===== src/rtl/dmem_arbiter_pkg.sv =====
// dmem_arbiter_pkg: shared constants and helpers for the data-memory arbiter.
// Also provides fallback values for the project-wide width macros so the
// block can be built on its own; define.v values take precedence when the
// project include is compiled first.
// Optional feature macro: DMEM_ARB_LOCK_EN (see dmem_arbiter.sv).

`ifndef DATA_WIDTH
`define DATA_WIDTH 64
`endif
`ifndef DMEM_ADDR_WIDTH
`define DMEM_ADDR_WIDTH 10
`endif
`ifndef DMEM_ARB_NUM_CH
`define DMEM_ARB_NUM_CH 2
`endif
`ifndef DMEM_RD_LAT
`define DMEM_RD_LAT 1
`endif

package dmem_arbiter_pkg;

  localparam int MinRdLat = 1;
  localparam int MaxRdLat = 2;

  // Round-robin pointer successor: one past the winner, wrapping at n.
  function automatic int wrap_inc(input int idx, input int n);
    return (idx + 1 >= n) ? 0 : idx + 1;
  endfunction

endpackage


===== src/rtl/rr_arb_pick.sv =====
// rr_arb_pick: combinational round-robin picker.
// Finds the first set bit of req at or after index ptr, wrapping modulo N.
// Ports:
//   req  in  N   request vector
//   ptr  in  IW  priority pointer (highest-priority index)
//   gnt  out N   one-hot grant (all zero when req is zero)
//   idx  out IW  encoded index of the granted bit (0 when no grant)

module rr_arb_pick #(
  parameter int N  = 2,
  parameter int IW = 1
) (
  input  logic [N-1:0]  req,
  input  logic [IW-1:0] ptr,
  output logic [N-1:0]  gnt,
  output logic [IW-1:0] idx
);

  logic [IW-1:0] cand;
  logic          found;

  // Walking i = 0..N-1 from ptr is the rotate / find-first-set / rotate-back.
  always_comb begin
    gnt   = '0;
    idx   = '0;
    cand  = '0;
    found = 1'b0;
    for (int i = 0; i < N; i++) begin
      cand = IW'((int'(ptr) + i) % N);
      if (!found && req[cand]) begin
        gnt[cand] = 1'b1;
        idx       = cand;
        found     = 1'b1;
      end
    end
  end

endmodule


===== src/rtl/dmem_arbiter.sv =====
// dmem_arbiter: N-channel round-robin arbiter onto one synchronous data-memory
// port with a req/gnt/rvalid handshake and an RD_LAT-deep read-return pipe.
// Ports:
//   clk, rst           clock, synchronous active-high reset
//   req_i/we_i/lock_i  per-channel request, write flag, hold-grant request
//   addr_i/wdata_i     packed per-channel address / write data
//   gnt_o              one-hot grant (combinational)
//   rvalid_o/rdata_o   one-hot read-valid, read data (mem_dout_i passthrough)
//   mem_addr_o/mem_din_o/mem_we_o/mem_dout_i  memory port
// Optional feature: define DMEM_ARB_LOCK_EN to let a granted channel holding
// lock_i keep the port until it drops req_i or lock_i.

module dmem_arbiter
  import dmem_arbiter_pkg::*;
#(
  parameter int NUM_CH = 2,
  parameter int ADDR_W = `DMEM_ADDR_WIDTH,
  parameter int DATA_W = `DATA_WIDTH,
  parameter int RD_LAT = 1
) (
  input  logic                     clk,
  input  logic                     rst,
  input  logic [NUM_CH-1:0]        req_i,
  input  logic [NUM_CH-1:0]        we_i,
  input  logic [NUM_CH-1:0]        lock_i,
  input  logic [NUM_CH*ADDR_W-1:0] addr_i,
  input  logic [NUM_CH*DATA_W-1:0] wdata_i,
  output logic [NUM_CH-1:0]        gnt_o,
  output logic [NUM_CH-1:0]        rvalid_o,
  output logic [DATA_W-1:0]        rdata_o,
  output logic [ADDR_W-1:0]        mem_addr_o,
  output logic [DATA_W-1:0]        mem_din_o,
  output logic                     mem_we_o,
  input  logic [DATA_W-1:0]        mem_dout_i
);

  localparam int IW  = $clog2(NUM_CH);
  localparam int Lat = (RD_LAT < MinRdLat) ? MinRdLat :
                       (RD_LAT > MaxRdLat) ? MaxRdLat : RD_LAT;

  logic [IW-1:0]     ptr_q;
  logic [NUM_CH-1:0] pick_gnt;
  logic [IW-1:0]     pick_idx;
  logic [NUM_CH-1:0] win_gnt;
  logic [IW-1:0]     win_idx;
  logic              any_gnt;

  rr_arb_pick #(
    .N  (NUM_CH),
    .IW (IW)
  ) u_pick (
    .req (req_i),
    .ptr (ptr_q),
    .gnt (pick_gnt),
    .idx (pick_idx)
  );

`ifdef DMEM_ARB_LOCK_EN
  logic              lock_q;
  logic [IW-1:0]     owner_q;
  logic [NUM_CH-1:0] owner_oh;
  logic              lock_hold;

  always_comb begin
    owner_oh          = '0;
    owner_oh[owner_q] = 1'b1;
    // The owner keeps the port only while both its req and lock stay high;
    // the first cycle either drops falls back to plain round-robin.
    lock_hold = lock_q && |(owner_oh & req_i & lock_i);
    win_gnt   = lock_hold ? owner_oh : pick_gnt;
    win_idx   = lock_hold ? owner_q : pick_idx;
  end

  always_ff @(posedge clk) begin
    if (rst) begin
      lock_q  <= 1'b0;
      owner_q <= '0;
    end else begin
      lock_q  <= |(gnt_o & lock_i);
      owner_q <= win_idx;
    end
  end
`else
  logic unused_lock;

  assign win_gnt     = pick_gnt;
  assign win_idx     = pick_idx;
  assign unused_lock = ^lock_i;
`endif

  // Reset gates the grant so no write can slip through the reset cycle.
  assign gnt_o   = rst ? '0 : win_gnt;
  assign any_gnt = |gnt_o;

  always_comb begin
    mem_addr_o = '0;
    mem_din_o  = '0;
    mem_we_o   = 1'b0;
    for (int k = 0; k < NUM_CH; k++) begin
      if (gnt_o[k]) begin
        mem_addr_o = addr_i[k*ADDR_W +: ADDR_W];
        mem_din_o  = wdata_i[k*DATA_W +: DATA_W];
        mem_we_o   = we_i[k];
      end
    end
  end

  // Read-return pipe: bit NUM_CH is valid, low bits the one-hot channel.
  logic [NUM_CH:0] pipe_in;
  logic [NUM_CH:0] pipe_q [Lat];

  assign pipe_in = {any_gnt && !mem_we_o, gnt_o};

  always_ff @(posedge clk) begin
    if (rst) begin
      ptr_q <= '0;
      for (int i = 0; i < Lat; i++) begin
        pipe_q[i] <= '0;
      end
    end else begin
      pipe_q[0] <= pipe_in;
      for (int i = 1; i < Lat; i++) begin
        pipe_q[i] <= pipe_q[i-1];
      end
      if (any_gnt) begin
        ptr_q <= IW'(wrap_inc(int'(win_idx), NUM_CH));
      end
    end
  end

  assign rvalid_o = pipe_q[Lat-1][NUM_CH] ? pipe_q[Lat-1][NUM_CH-1:0] : '0;
  assign rdata_o  = mem_dout_i;

endmodule


===== config.mk =====
export PLATFORM = sky130hd
export DESIGN_NAME = dmem_arbiter
export DESIGN_NICKNAME = d
export VERILOG_FILES = /design/src/rtl/dmem_arbiter_pkg.sv /design/src/rtl/rr_arb_pick.sv /design/src/rtl/dmem_arbiter.sv
export SDC_FILE = /design/constraint.sdc
export NUM_CORES = 1
export LEC_CHECK = 0
export CAP_MARGIN = 10
export CELL_PAD_IN_SITES_DETAIL_PLACEMENT = 1
export CELL_PAD_IN_SITES_GLOBAL_PLACEMENT = 2
export CORE_AREA = 3 3 142 144
export CTS_CLUSTER_SIZE = 20
export DETAILED_ROUTE_END_ITERATION = 8
export DIE_AREA = 0 0 145 147
export PLACE_DENSITY = 0.95
export SYNTH_ARGS = -nofsm -noshare
export SYNTH_HDL_FRONTEND = slang
export SYNTH_HIERARCHICAL = 1
export SYNTH_SLANG_ARGS = --single-unit

===== constraint.sdc =====
create_clock -name clk -period 2.3 [get_ports clk]
set_input_delay 0.69 -clock clk [delete_from_list [all_inputs] [get_ports clk]]
set_output_delay 0.69 -clock clk [all_outputs]
set_load 0.02 [all_outputs]

==> summary.md, run 1 <==
| Metric | Value |
|---|---|
| Placed insts | 606 |
| Worst hold-check slack | 727.0 ps |
| Warnings, synthesis | 6 |
| Remaining DRCs | 0 |
| RSZ-0062 raised after global routing | yes |
| Area grow syn2layout | 189.0% |
| Mapped Cells | 188 |
| Max cap viols | 0 |
| DRT Wirelength | 12.73 mm |
| Syn Nets | 408 |
| Finished Layout Cells | 637 |
| #FFs+latches synth | 4 |
| Final setup fails | 76 |
| CP Class | input port to primary output |
| DRT antenna net count | 0 |
| Detailed placement HPWL | 8.524 mm |
| Worst Hold Class | register to register |
| Min-delay src | ptr_q |
| Xor/xnor cell area share of the yosys netlist | 0% |
| Dpl ws | -1100 ps |
| Port Buffers | 232 |
| CP cell instances | buf_6 > a21boi_4 > buf_6 > nor2_4 > buf_12 > buf_16 > buf_6 > a32o_2 > buf_12 |
| Critical-path maximum fanout | 5 |
| Largest family of logic cells by synthesized area | compound AO/OA/AOI/OAI gates |
| DR pass1 iterations | 4 |
| Design Area, Final | 4563 sq um |
| Worst setup SP type | input port |
| Clk_lat worst skew | 220 ps |
| Slew Viols, Final | 0 |
| Power per cell area | 304.6 nW/um^2 |
| Clk pin slew, worst setup/hold paths | 30 ps |
| Root Buffer | clkbuf_16 |
| WP depth | 9 |
| Post-synthesis mux area share | 0% |
| Post-Synth Adder-Cell Area | 0% |
| CP most frequent cell | buf_6 |
| Starting Density | 8.385% |
| P_leak | 1.994 nW |
| Row count | 50 |
| Final Cycle Share | 114.0% |
| R2R depth | 9 |
| Initial antenna violation count | 0 |
| Mapped Area | 1579 sq um |
| Worst path slowest cell | a32o_2 |
| Clk buf depth | 2 |
| Tmin final | 2621 ps |
| Peak VDD IR | 0.2061 mV |
| Unique cell type count in the Yosys netlist | 16 |
| H-tree depth | 1 |
| CP max stage delay | 280 ps |
| Worst setup path startpoint | req_i[1] |
| Tot Pwr | 0.001390 W |
| Vias in the first global route | 2,638 |
| Number of diodes | 0 |
| DR iter-0 viols | 108 |
| Core footprint | 18,830 sq um |
| Syn avg cell area | 8.399 sq um |
| Seq/Total Area, Yosys | 5.071% |
| Worst EP arrival | 1930 ps |
| Pin count of the biggest net entering global routing | 37 |
| DR vias | 2,486 |
| WL/cell | 19.99 um |
| Post-route setup slack | -321.1 ps |
| Final Skew | 0.8556 ps |
| Nets | 599 |
| Post-synthesis compound-gate area fraction | 50.32% |
| Die area | 21,320 sq um |
| CTS sink count | 4 |
| Layout cells sized above 1 | 48.54% |
| Die Wd | 145 um |
| Failing checks | setup timing |
| CP bufs+invs | 6 |
| Worst-margin pin slew | 230.1 ps |
| Status | complete, but fails checks |
| Worst path required time | 1610 ps |
| RePlAce Congestion | 0.6590 |
| Total GRT Usage | 10.51% |
| Top Family by Delay on Critical Path | buffers and inverters |
| Fin. Hold Viols | 0 |
| RR Startpoint | ptr_q |
| Type of destination of the critical path | primary output |
| IO Count | 363 |
| First-pass GRT wire length | 17.27 mm |
| Grt ovf | 0 |
| Vert. Die Dim | 147 um |
| DP Area | 3892 sq um |
| Simple-gate share of the synthesized area | 3.407% |
| F_max | 0.3815 GHz |
| Hold depth | 3 |
| CTS tree | done |
| Slew margin rel. | 84.61% |
| Vias per cell | 3.903 |
| Cts bufs inserted | 3 |
-- registers in the layout, summed over array words and instances (netlist names) --
signal  cells
pipe_q      3
ptr_q       1
-- final cells by class --
cell class / instances / area [sq um]
Timing Repair Buffer: 278 / 3123
Fill cell: 2138 / 14270
Sequential cell: 4 / 80.08
Inverter: 3 / 11.26
Clock buffer: 3 / 75.07
Tap cell: 260 / 325.3
Multi-Input combinational cell: 89 / 948.4
-- metrics by stage --
| step | TNS (ps) | util [%] |
|---|---|---|
| after floorplan | 0 | - |
| after global placement | -75580 | 20.67 |
| after detailed placement | -78740 | 20.67 |
| after CTS | -19340 | 23.07 |
| after global routing | -21160 | 24.23 |
| final | -17910 | 24.23 |
-- power by group --
| group | switching [W] | total (W) | internal [W] |
|---|---|---|---|
| Sequential | 0.00000242 | 0.0000774 | 0.0000750 |
| Clock | 0.0000500 | 0.000272 | 0.000222 |
| Combinational | 0.000407 | 0.00104 | 0.000633 |
| Total | 0.000460 | 0.00139 | 0.000930 |
-- Yosys cell counts, drive strengths merged --
library cell  number  area [sq um]
inv                3         11.26
nor3               2         10.01
buf               81         596.8
and2               2         12.51
a21boi             3         26.27
nor2b              4         25.02
dfxtp              4         80.08
a32o              76         760.7
clkbuf            11         42.54
o21a               1         7.510
nor2               1         6.260
-- worst paths after layout --
check / endpoint / slack (ps)
setup / recovery: mem_din_o[57] / -320
hold / removal: ptr_q / 730
setup reg to reg: pipe_q[0][2] / 640
hold reg to reg: ptr_q / 730
-- worst min-delay path, cell delays in order, from the launching register on --
cell     delay, ps
dfxtp_1        340
buf_4          140
nor3_1          50
nor3_1         150
-- cells by family (layout without fill, tap and decap cells) --
family / after synthesis / after routing
AOI/OAI and AO/OA: 80 / 80
buffers and inverters: 95 / 284
DFF: 4 / 4
and+or+nand+nor: 9 / 9
-- what timing repair did --
item                                   4_1_cts  5_1_grt
pin swaps                                   18       11
setup endpoints to repair                   77       77
resized for setup                          396       51
endpoints found under the hold margin        0        0
hold buffers                                 0        0
gates cloned                                 8        4
setup buffers                               12        6
-- layout by cell type, fill, tap and decap left out, drive strengths merged --
cell,n
clkbuf,7
o21a,1
and2,2
buf,112
nor2b,4
inv,3
dfxtp,4
nor2,1
clkdlybuf4s15,9
a21boi,3
bufbuf,1
a32o,76
clkdlybuf4s50,152
nor3,2
-- per-layer routing --
| metal | track usage [%] | wire (um) | share of wire (%) |
|---|---|---|---|
| met1 | 10.63 | 4486 | 35 |
| met2 | 20.49 | 6799 | 53 |
| met3 | 3.486 | 1112 | 8.7 |
| met4 | 2.993 | 335 | 2.6 |
| met5 | 0 | 0 | 0 |
Note: power is estimated with default switching activity, not from simulation.
==> run 2, diff against run 1 <==
SKIP_LAST_GASP = 1   (was not set)
==> run 2 against run 1 <==
Compared with the run above:
- the flow still finishes with violations (setup timing)
- critical endpoint unchanged
- combinational power about the same
- global-route usage about the same
- power up 2.2%
- flip-flop and latch count unchanged
- hold slack worse by 6.3 ps
- non-clock buffer count up 5
- count of clock-buffer cells in the layout unchanged
- routed wire length up 5.0%
- cell count up 0.78%
- clock power about the same
- die area unchanged
==> summary.md, run 2 (synthesis gave the netlist of run 1 again) <==
| Metric | Value |
|---|---|
| Status | complete, but fails checks |
| Most frequent cells in the layout | 152 x clkdlybuf4s50_1, 64 x buf_6, 49 x a32o_2, 30 x buf_4, 27 x a32o_1 |
| Grt ovf | 0 |
| Top Family by Delay on Critical Path | buffers and inverters |
| Worst setup SP type | input port |
| Sequential share of power | 5.4% |
| Clk pin slew, worst setup/hold paths | 30 ps |
| Clk buf depth | 2 |
| Die Wd | 145 um |
| WL/cell | 20.82 um |
| DRT Wirelength | 13.37 mm |
| Core footprint | 18,830 sq um |
| Port Buffers | 232 |
| Comb power frac | 75.4% |
| RSZ-0062 raised after global routing | yes |
| RePlAce Congestion | 0.6590 |
| H-tree depth | 1 |
| Layout cells sized above 1 | 49.21% |
| DR pass1 iterations | 4 |
| Worst path slowest cell | a32o_2 |
| Largest reg by FF count | pipe_q |
| Hold depth | 3 |
| Min-Delay Endpoint | ptr_q |
| R2R depth | 9 |
| Total GRT Usage | 10.51% |
| P_sw | 0.0004715 W |
| Final setup fails | 76 |
| CP max stage delay | 280 ps |
| Nets | 604 |
| CTS sink count | 4 |
| Peak VDD IR | 0.2058 mV |
| First-pass GRT wire length | 17.28 mm |
| Worst Hold Class | register to register |
| Min-delay src | ptr_q |
| DR vias | 2,500 |
| CTS Hold Bufs | 0 |
| DRT antenna net count | 0 |
| DR iter-0 viols | 77 |
| Final Cycle Share | 114.1% |
| Dpl ws | -1100 ps |
| CP bufs+invs | 6 |
| Clock Power Share | 19.2% |
| F_max | 0.3811 GHz |
| Number of diodes | 0 |
| Detailed placement HPWL | 8.524 mm |
| Internal power | 0.0009489 W |
| Critical-path maximum fanout | 6 |
| CP Class | input port to primary output |
| RR Startpoint | ptr_q |
| DP Area | 3892 sq um |
| P_leak | 2.050 nW |
| Remaining DRCs | 0 |
| Switching part of the total | 33.20% |
| Die area | 21,320 sq um |
| CP most frequent cell | buf_6 |
| Vias per cell | 3.894 |
| Worst path required time | 1610 ps |
| Pin count of the biggest net entering global routing | 37 |
| Worst EP arrival | 1930 ps |
| Reg-to-reg critical path endpoint | pipe_q[0][2] |
| Cts bufs inserted | 3 |
| CTS tree | done |
| Vias in the first global route | 2,627 |
| Fin. Hold Viols | 0 |
| Initial antenna violation count | 0 |
| Most common cell after layout, fill and taps aside | clkdlybuf4s50_1 |
| Tmin final | 2624 ps |
| Clk_lat worst skew | 220 ps |
| Design Area, Final | 4642 sq um |
| Final Skew | 1.064 ps |
| Reg2Reg Setup Slack | 650 ps |
| Failing checks | setup timing |
| Regs by FF count | pipe_q x3, ptr_q x1 |
| Slew Viols, Final | 0 |
| Row count | 50 |
| CP cell instances | buf_6 > a21boi_4 > buf_6 > nor2_4 > buf_12 > buf_16 > buf_6 > a32o_2 > buf_12 |
| Area grow syn2layout | 194.0% |
| Vert. Die Dim | 147 um |
| Post-route setup slack | -324.3 ps |
| Root Buffer | clkbuf_16 |
| Type of destination of the critical path | primary output |
| Starting Density | 8.385% |
| Slew margin rel. | 84.42% |
| Max cap viols | 0 |
| Worst-margin pin slew | 232.9 ps |
| IO Count | 363 |
| Largest register FFs | 3 |
| Power per cell area | 306.0 nW/um^2 |
## run 2: cell count changes in the layout (fill, tap and decap cells not counted), sizes merged
cell           previous run  this run
buf                     112       124
clkdlybuf4s15             9         1
clkbuf                    7         9
bufbuf                    1         0
## run 2: worst register-to-register path, delay by kind of cell, from the launching register on
family	cells	cell delay (ps)
AO/OA/AOI/OAI	2	430
AND/OR/NAND/NOR	1	40
buffers and inverters	6	740
flip-flops	1	330
## run 2: worst max path at each step
| stage | cells past startpoint | endpoint | start | slack, ps |
|---|---|---|---|---|
| 2_1_floorplan | 5 | mem_din_o[45] | req_i[1] | 10 |
| 3_3_place_gp | 6 | mem_din_o[55] | req_i[1] | -1060 |
| 3_5_place_dp | 6 | mem_din_o[55] | req_i[0] | -1100 |
| 4_1_cts | 9 | mem_din_o[59] | req_i[1] | -340 |
| 5_1_grt | 9 | mem_din_o[57] | req_i[1] | -360 |
| 6_report | 9 | mem_din_o[57] | req_i[1] | -320 |
## run 2: through the flow
stage | instances | util [%] | setup TNS [ps] | hold WS (ps) | total power, W
detailed placement | 606 | 20.67 | -78740 | 711.6 | 0.0009368
global route | 642 | 24.65 | -21000 | 809.2 | 0.001487
floorplan | 188 | - | 0 | 578.5 | 0.0005583
finish | 642 | 24.65 | -17700 | 720.7 | 0.001420
global placement | 606 | 20.67 | -75580 | 702.0 | 0.0009270
CTS | 629 | 22.90 | -21490 | 731.5 | 0.001332
## run 2: final cells by class
type / count / area (sq um)
repair buffers: 283 / 3202
inverters: 3 / 11.26
fillers: 2121 / 14190
multi-input cells: 89 / 948.4
well taps: 260 / 325.3
clock buffers: 3 / 75.07
flip-flops and latches: 4 / 80.08
## run 2: timing repair
item / 4_1_cts / 5_1_grt
pin swaps: 18 / 23
gates cloned: 8 / 7
setup buffers: 12 / 7
setup endpoints to repair: 77 / 77
resized for setup: 349 / 115
## run 2: layer usage
metal	track usage [%]	part of all wire [%]	up-vias
li1	-	-	1101
met1	10.86	35	1182
met2	20.33	53	172
met3	3.486	8.6	45
met4	2.803	3.3	0
met5	0	0	-
## run 2: power by group through the flow
stage	clock (W)	combinational (W)	sequential, W
final	0.000272	0.00107	0.0000773
after global placement	0	0.000849	0.0000782
after floorplan	0	0.000481	0.0000778
after global routing	0.000281	0.00113	0.0000778
after CTS	0.000278	0.000976	0.0000775
after detailed placement	0	0.000858	0.0000784
==> run 3, diff against run 2 <==
PLACE_DENSITY = not set   (was 0.95)
PLACE_DENSITY_LB_ADDON = 0.1   (was not set)
SKIP_CTS_REPAIR_TIMING = 1   (was not set)
==> run 3 against run 2 <==
Compared with the run above:
- the run still ends with setup timing left
- cell area shrank 17%
- highest routed layer unchanged
- die area is the same
- sequential share of layout area grew 0.35 points
- hold slack lost 16 ps
- clock skew grew 2.4 ps
- utilization shrank 4.1 points
- largest cell class unchanged
- register-to-register slack gained 390 ps
==> summary.md, run 3 (synthesis gave the netlist of run 1 again) <==
| Metric | Value |
|---|---|
| Most frequent cells in the layout | 152 x clkdlybuf4s50_1, 46 x buf_4, 43 x a32o_1, 33 x a32o_2, 23 x clkbuf_2 |
| Sequential share of power | 6.5% |
| CTS tree | done |
| F_max | 0.3876 GHz |
| Core footprint | 18,830 sq um |
| Worst Hold Class | register to register |
| Cts bufs inserted | 3 |
| Critical-path maximum fanout | 8 |
| IO Count | 363 |
| Finished Layout Cells | 616 |
| Fin. Hold Viols | 0 |
| Clk pin slew, worst setup/hold paths | 30 ps |
| Number of diodes | 0 |
| CP cell instances | buf_6 > a21boi_4 > nor2b_4 > buf_6 > buf_6 > clkbuf_16 > a32o_2 > buf_6 |
| CP bufs+invs | 5 |
| Total GRT Usage | 9.512% |
| Top Family by Delay on Critical Path | buffers and inverters |
| Root Buffer | clkbuf_16 |
| Die Wd | 145 um |
| Post-route setup slack | -280.2 ps |
| Fillers | 2,182 |
| DRT antenna net count | 0 |
| Area of the multi-input gates | 928.4 sq um |
| CP max stage delay | 240 ps |
| Final Skew | 3.450 ps |
| Row count | 50 |
| P_sw | 0.0004070 W |
| DR iter-0 viols | 69 |
| Reg-to-reg critical path endpoint | pipe_q[0][2] |
| P_leak | 1.665 nW |
| WP depth | 8 |
| WL/cell | 18.86 um |
| RePlAce Congestion | 0.7209 |
| Vert. Die Dim | 147 um |
| Layout cells sized above 1 | 40.73% |
| Comb power frac | 70.6% |
| Max cap viols | 0 |
| Regs by FF count | pipe_q x3, ptr_q x1 |
| DR vias | 2,284 |
| Largest reg by FF count | pipe_q |
| Area grow syn2layout | 144.7% |
| Status | complete, but fails checks |
| Grt ovf | 0 |
| H-tree depth | 1 |
| Reg2Reg Setup Slack | 1040 ps |
| Internal power | 0.0007803 W |
| Starting Density | 8.385% |
| Worst-margin pin slew | 246.7 ps |
| Switching part of the total | 34.28% |
| Final setup fails | 76 |
| Worst setup path startpoint | req_i[1] |
| RR Startpoint | ptr_q |
| Worst path required time | 1610 ps |
| Setup crit end | mem_din_o[14] |
| Worst hold-check slack | 704.5 ps |
| Final Cycle Share | 112.2% |
| Pin count of the biggest net entering global routing | 43 |
| Slew margin rel. | 83.50% |
| Failing checks | setup timing |
| DRT Wirelength | 11.62 mm |
| Most common cell after layout, fill and taps aside | clkdlybuf4s50_1 |
| Slew Viols, Final | 0 |
| Dpl ws | -1160 ps |
| Tmin final | 2580 ps |
| R2R depth | 5 |
| Worst EP arrival | 1890 ps |
| Detailed placement HPWL | 8.825 mm |
| Worst setup SP type | input port |
| CP most frequent cell | buf_6 |
| Vias per cell | 3.708 |
| CTS sink count | 4 |
| Remaining DRCs | 0 |
| CP Class | input port to primary output |
| Die area | 21,320 sq um |
| Port Buffers | 232 |
| Placed insts | 602 |
| Clk buf depth | 2 |
| First-pass GRT wire length | 16.32 mm |
| Peak VDD IR | 0.1441 mV |
| Clock Power Share | 23.0% |
| Nets | 578 |
| RSZ-0062 raised after global routing | yes |
| Power per cell area | 307.3 nW/um^2 |
| Worst path slowest cell | nor2b_4 |
| Setup TNS | -14,000 ps |
| Type of destination of the critical path | primary output |
| Clk_lat worst skew | 230 ps |
| DR pass1 iterations | 4 |
| Register area | 80.08 sq um |
| Vias in the first global route | 2,550 |
| Initial antenna violation count | 0 |
| Largest register FFs | 3 |
==> run 3: cell types whose count changed in the layout (fill, tap and decap cells not counted), moves of 9 or more <==
cell / before / now
buf_4: 30 / 46
clkbuf_2: 0 / 23
buf_16: 9 / 0
a32o_2: 49 / 33
buf_6: 64 / 19
a32o_1: 27 / 43
==> run 3: worst min-delay path: stages (launching register included) <==
cell and delay [ps]:
dfxtp_1 320, buf_4 130, nor3_1 50, nor3_1 150
==> run 3: metrics by stage <==
step	cell area [sq um]	power, W	util, %
CTS	3908	0.001205	20.75
global route	3864	0.001254	20.52
global placement	3832	0.0009263	20.35
finish	3864	0.001187	20.52
floorplan	1629	0.0005583	-
detailed placement	3832	0.0009240	20.35
==> run 3: final cells by class <==
class / count / area share, %
timing repair buffer: 257 / 63.24
sequential: 4 / 2.073
inverter: 3 / 0.2915
multi-input combinational: 89 / 24.03
tap: 260 / 8.420
clock buffer: 3 / 1.943
==> run 3: power groups by stage <==
stage / registers, W / logic [W] / clock network [W]
after detailed placement: 0.0000776 / 0.000846 / 0
after global placement: 0.0000778 / 0.000849 / 0
final: 0.0000769 / 0.000838 / 0.000273
after CTS: 0.0000770 / 0.000852 / 0.000276
after floorplan: 0.0000778 / 0.000481 / 0
after global routing: 0.0000776 / 0.000893 / 0.000283
==> run 3: worst min path at each step <==
stage                   endpoint  cells past startpoint  start  slack, ps
detailed placement  pipe_q[0][1]                      3  ptr_q        660
global placement    pipe_q[0][1]                      3  ptr_q        670
floorplan                  ptr_q                      2  ptr_q        580
CTS                 pipe_q[0][1]                      3  ptr_q        670
finish                     ptr_q                      3  ptr_q        700
global route               ptr_q                      3  ptr_q        830
==> run 3: routing by layer <==
| metal | wire length, um | vias to the layer above | global-route usage [%] | part of all wire [%] |
|---|---|---|---|---|
| met3 | 849 | 30 | 2.745 | 7.3 |
| met2 | 6056 | 124 | 17.35 | 52 |
| met5 | 0 | - | 0 | 0 |
| li1 | - | 1047 | - | - |
| met1 | 4383 | 1083 | 10.77 | 38 |
| met4 | 325 | 0 | 2.850 | 2.8 |
